**src/rtl/argon_alu_sequencer.sv**
```systemverilog
// Sequences the ArgonALU bus for one requester: latch operands/opcode/flags,
// compute, read back Y and flags, then return them on a valid/ready response port.
package argon_alu_sequencer_pkg;
  typedef enum logic [3:0] {
    COM_NOP     = 4'd0,
    COM_LATCHA  = 4'd1,
    COM_LATCHB  = 4'd2,
    COM_LATCHOP = 4'd3,
    COM_LATCHF  = 4'd4,
    COM_COMPUTE = 4'd5,
    COM_OUTPUTY = 4'd6,
    COM_OUTPUTF = 4'd7
  } command_t;
endpackage

module argon_alu_sequencer
  import argon_alu_sequencer_pkg::*;
#(
  parameter int WORDSIZE = 16,
  parameter int TIMEOUT  = 8
) (
  input  logic                i_Clk,
  input  logic                i_Reset_n,
  input  logic                i_req_valid,
  output logic                o_req_ready,
  input  logic [3:0]          i_req_op,
  input  logic [WORDSIZE-1:0] i_req_a,
  input  logic [WORDSIZE-1:0] i_req_b,
  input  logic [7:0]          i_req_flags,
  input  logic                i_req_load_flags,
  output logic                o_rsp_valid,
  input  logic                i_rsp_ready,
  output logic [WORDSIZE-1:0] o_rsp_y,
  output logic [7:0]          o_rsp_flags,
  output logic                o_rsp_timeout,
  output logic                o_busy,
  output command_t            o_alu_command,
  output logic                o_alu_valid,
  output logic [WORDSIZE-1:0] o_alu_data,
  input  logic [WORDSIZE-1:0] i_alu_data,
  input  logic                i_alu_valid
);

  typedef enum logic [3:0] {
    S_IDLE, S_LDA, S_LDB, S_LDOP, S_LDF, S_COMPUTE, S_RDY, S_RDF, S_RESP
  } state_t;

  localparam logic [7:0] TMO = 8'(TIMEOUT);

  state_t              state_q, state_d;
  logic [WORDSIZE-1:0] a_q, b_q, y_q;
  logic [3:0]          op_q;
  logic [7:0]          flags_q, rflags_q, cnt_q;
  logic                lf_q, to_q;
  logic                tmo_hit;

  assign tmo_hit = (cnt_q == TMO) && !i_alu_valid;

  always_ff @(posedge i_Clk or negedge i_Reset_n) begin
    if (!i_Reset_n) state_q <= S_IDLE;
    else            state_q <= state_d;
  end

  always_comb begin
    state_d = state_q;
    case (state_q)
      S_IDLE:    if (i_req_valid) state_d = S_LDA;
      S_LDA:     state_d = S_LDB;
      S_LDB:     state_d = S_LDOP;
      S_LDOP:    state_d = lf_q ? S_LDF : S_COMPUTE;
      S_LDF:     state_d = S_COMPUTE;
      S_COMPUTE: state_d = S_RDY;
      S_RDY: begin
        if (i_alu_valid)  state_d = S_RDF;
        else if (tmo_hit) state_d = S_RESP;
      end
      S_RDF:     if (i_alu_valid || tmo_hit) state_d = S_RESP;
      S_RESP:    if (i_rsp_ready) state_d = S_IDLE;
      default:   state_d = S_IDLE;
    endcase
  end

  // Wait counter restarts on every state change, so RDY and RDF each get a full budget.
  always_ff @(posedge i_Clk or negedge i_Reset_n) begin
    if (!i_Reset_n) begin
      cnt_q <= '0;
    end else if (state_d != state_q) begin
      cnt_q <= '0;
    end else if (state_q == S_RDY || state_q == S_RDF) begin
      cnt_q <= cnt_q + 8'd1;
    end
  end

  always_ff @(posedge i_Clk or negedge i_Reset_n) begin
    if (!i_Reset_n) begin
      a_q      <= '0;
      b_q      <= '0;
      op_q     <= '0;
      flags_q  <= '0;
      lf_q     <= 1'b0;
      y_q      <= '0;
      rflags_q <= '0;
      to_q     <= 1'b0;
    end else begin
      if (state_q == S_IDLE && i_req_valid) begin
        a_q      <= i_req_a;
        b_q      <= i_req_b;
        op_q     <= i_req_op;
        flags_q  <= i_req_flags;
        lf_q     <= i_req_load_flags;
        y_q      <= '0;
        rflags_q <= '0;
        to_q     <= 1'b0;
      end
      if (state_q == S_RDY && i_alu_valid) y_q <= i_alu_data;
      if (state_q == S_RDF && i_alu_valid) rflags_q <= i_alu_data[7:0];
      if ((state_q == S_RDY || state_q == S_RDF) && tmo_hit) to_q <= 1'b1;
    end
  end

  always_comb begin
    o_alu_command = COM_NOP;
    o_alu_valid   = 1'b0;
    o_alu_data    = '0;
    case (state_q)
      S_LDA: begin
        o_alu_command = COM_LATCHA;
        o_alu_valid   = 1'b1;
        o_alu_data    = a_q;
      end
      S_LDB: begin
        o_alu_command = COM_LATCHB;
        o_alu_valid   = 1'b1;
        o_alu_data    = b_q;
      end
      S_LDOP: begin
        o_alu_command = COM_LATCHOP;
        o_alu_valid   = 1'b1;
        o_alu_data    = {{(WORDSIZE-4){1'b0}}, op_q};
      end
      S_LDF: begin
        o_alu_command = COM_LATCHF;
        o_alu_valid   = 1'b1;
        o_alu_data    = {{(WORDSIZE-8){1'b0}}, flags_q};
      end
      S_COMPUTE: o_alu_command = COM_COMPUTE;
      S_RDY:     o_alu_command = COM_OUTPUTY;
      S_RDF:     o_alu_command = COM_OUTPUTF;
      default:   o_alu_command = COM_NOP;
    endcase
  end

  assign o_req_ready   = (state_q == S_IDLE);
  assign o_busy        = (state_q != S_IDLE);
  assign o_rsp_valid   = (state_q == S_RESP);
  assign o_rsp_y       = y_q;
  assign o_rsp_flags   = rflags_q;
  assign o_rsp_timeout = to_q;

endmodule

```
**config.mk**
```make
export PLATFORM = sky130hd
export DESIGN_NAME = argon_alu_sequencer
export DESIGN_NICKNAME = d
export VERILOG_FILES = /design/src/rtl/argon_alu_sequencer.sv
export SDC_FILE = /design/constraint.sdc
export NUM_CORES = 1
export LEC_CHECK = 0
export CAP_MARGIN = 20
export CELL_PAD_IN_SITES_DETAIL_PLACEMENT = 1
export CELL_PAD_IN_SITES_GLOBAL_PLACEMENT = 2
export CORE_ASPECT_RATIO = 0.6
export CORE_MARGIN = 2
export CORE_UTILIZATION = 25
export DETAILED_ROUTE_END_ITERATION = 12
export PLACE_DENSITY_LB_ADDON = 0.1
export SLEW_MARGIN = 20
export SYNTH_ARGS = -nofsm -noshare
export SYNTH_HDL_FRONTEND = slang
export SYNTH_SLANG_ARGS = --single-unit
```
**constraint.sdc**
```tcl
create_clock -name i_Clk -period 2.05 [get_ports i_Clk]
set_clock_uncertainty 0.05 [all_clocks]
set_input_delay 0.615 -clock i_Clk [delete_from_list [all_inputs] [get_ports i_Clk]]
set_output_delay 0.615 -clock i_Clk [all_outputs]
set_load 0.05 [all_outputs]
```
==> metrics.txt <==
Async SR Flop Fraction between 90% and 100%; max cap viols 0; PortBufs 113; Final WS setup -289.8 ps; VDD IR max 0.7596 mV; commonest non-fill, non-tap cell in the layout nand2_1; pins over their slew limit 0; Synthesized Nets 456; DR WL met3 approximately 470 um; Reg area approximately 2100 um^2; final hold slack ~250 ps; number of global-route vias before repair between 3,000 and 4,000; Peak Freq ~0.43 GHz; Die Wd around 160 um; core area 14,590 um^2; status finished, violations left; clock transition at the registers of the reported paths around 60 ps; CTS tree yes; Final Hold Fails 0; first-pass GRT wire length 19,460 um; startpoint types flip-flop; placed standard-cell area ~5500 um^2; htree depth 3; post-route cell area 6097 um^2; Initial Util between 20% and 30%; CP Launch Point state_q[0]$_DFF_PN0_; row cnt 34; Area contributors post-synth dfrtp_1 (55%), nand2_1 (15%), a22o_1 (7.5%); Distinct cells, synth 46; Avg Vias per Cell around 4.4; register area share after synthesis between 50 and 60%; Overall Global Routing Usage 15.79%; Syn. warnings 0; total gr overflow 0; final period utilization 114.1%; Post-Route WL ~12,000 um; Avg Inst Size Synth 9.665 um^2; TritonRoute pass-1 iters 4; CP Class reg -> out; metal2 WL 5044 um; # nets final 591; Ports around 120; crit path DAT ~1700 ps; routed via count 3,221; footprint of the multi-input gates roughly 1800 um^2; Root Buffer clkbuf_16; DRC violations left 0; Syn Std Cell Area between 3000 and 4000 um^2; final-report setup violation count 21; Setup TNS -4960 ps; DP HPWL 8532 um; CTS sink count slightly above 80; Die H between 90 and 100 um; max layer used met4; Clock Latency Late Sink around 330 ps; Worst Hold Class in -> async; r2r startpoint state_q[0]$_DFF_PN0_; clock tree buffer depth 2; fin util 41.79%; crit-path max FO 5; initial antenna violation count 0; ANT nets after route 0; pwr dens 1722 nW/um^2; post-synthesis register bit count just over 80; Main synth FF type dfrtp_1; die area 16,030 um^2; cell type with the largest total area after synthesis dfrtp_1; Diodes inserted 0; Worst Path Required 1380 ps; Syn-to-layout area delta 62.60%; cell count after synthesis ~390; share of cells above drive strength 1 28.84%; Synth top area share a little over half; flop-to-flop setup slack 40 ps; Static Leakage ~2.8 nW; most frequent cells in the layout nand2_1 (143), dfrtp_1 (81), clkdlybuf4s50_1 (64); failing checks setup timing; met1 WL around 6300 um; DR WL/cell ~16 um; Fillers 1,623; DR iter-0 viols about 100; post-layout minimum cycle time between 2000 and 2500 ps; critical path capture point type output port; largest net degree at the start of global routing a little over 80; CTS Buf Count 9; RSZ-0062 raised after global routing true; GPL Wtd Cong between 0.7 and 0.8; Post-synth EDFFs 0
-- critical path: stages, from the launching register on --
cell and delay, ps:
dfrtp_2 430, buf_6 130, nor2_4 100, and2_4 210, a22oi_2 120, o21ai_4 180, buf_12 160
-- flip-flops by register name, summed over array words and instances, names as in the netlist --
register / flops
b_q: 16
op_q: 4
state_q: 4
a_q: 16
cnt_q: 8
o_rsp_timeout: 1
o_rsp_flags: 8
o_rsp_y: 16
lf_q: 1
flags_q: 8
-- path summary, 6_finish.rpt --
| check | cells after the start | to |
|---|---|---|
| setup / recovery | 6 | o_alu_data[1] |
| max in group asynchronous | 2 | state_q[0]$_DFF_PN0_ |
| setup reg to reg | 13 | o_rsp_y[7]$_DFFE_PN0P_ |
| hold / removal | 2 | o_rsp_y[1]$_DFFE_PN0P_ |
| min in group i_Clk | 2 | b_q[8]$_DFFE_PN0P_ |
| hold reg to reg | 2 | b_q[8]$_DFFE_PN0P_ |
-- layout make-up --
type	instances	area share (%)
well taps	198	4.063
flip-flops and latches	82	33.68
inverters	9	0.6362
clock buffers	10	3.755
clock inverters	5	1.703
multi-input cells	275	28.91
repair buffers	146	27.25
-- stage by stage --
stage / cells / setup slack, ps / power, mW
after floorplan: 388 / -188.1 / 5.989
after global placement: 704 / -142.3 / 8.249
after detailed placement: 704 / -181.5 / 8.326
after CTS: 723 / -312.4 / 10.55
after global routing: 725 / -378.3 / 11.09
final: 725 / -289.8 / 10.50
-- power breakdown --
part | internal, mW | switching, mW | total [mW]
sequential | 2.29 | 0.446 | 2.74
combinational | 2.51 | 3.42 | 5.94
clock | 1.18 | 0.640 | 1.82
-- kinds of logic (layout without fill, tap and decap cells) --
family          count (synthesis)  count (layout)  share of synthesized area [%]
flops                          82              82                          54.72
buf+inv                        31             170                          5.005
simple gates                  197             197                          23.36
other cells                     1               1                         0.1000
xor+xnor                        7               7                          1.635
fa+ha+maj                       2               2                         0.6672
compound gates                 67              67                          14.25
mux                             1               1                         0.2669
-- cell usage after synthesis, types with 3 or more instances --
| cell | instances |
|---|---|
| a21oi_1 | 6 |
| a22o_1 | 32 |
| a22oi_1 | 12 |
| buf_2 | 5 |
| buf_4 | 5 |
| buf_6 | 6 |
| clkbuf_1 | 5 |
| dfrtp_1 | 82 |
| inv_1 | 8 |
| nand2_1 | 148 |
| nand2b_1 | 5 |
| nand3_1 | 3 |
| nor2_1 | 8 |
| nor2_2 | 3 |
| nor3_1 | 12 |
| o21ai_0 | 8 |
| xnor2_1 | 7 |
-- repair_timing --
action | 4_1_cts | 5_1_grt
resized for setup | 31 | 10
setup endpoints to repair | 22 | 24
hold endpoints to repair | 0 | 0
hold buffers | 0 | 0
setup buffers | 4 | 3
pin swaps | 7 | 5
gates cloned | 0 | 0
-- routing by layer --
layer / GRT usage, % / vias to the layer above
met5: 0 / -
met3: 4.082 / 7
met4: 3.880 / 0
li1: - / 1570
met2: 22.65 / 74
met1: 23.58 / 1570
No activity file was read; power rests on OpenSTA's default activity.
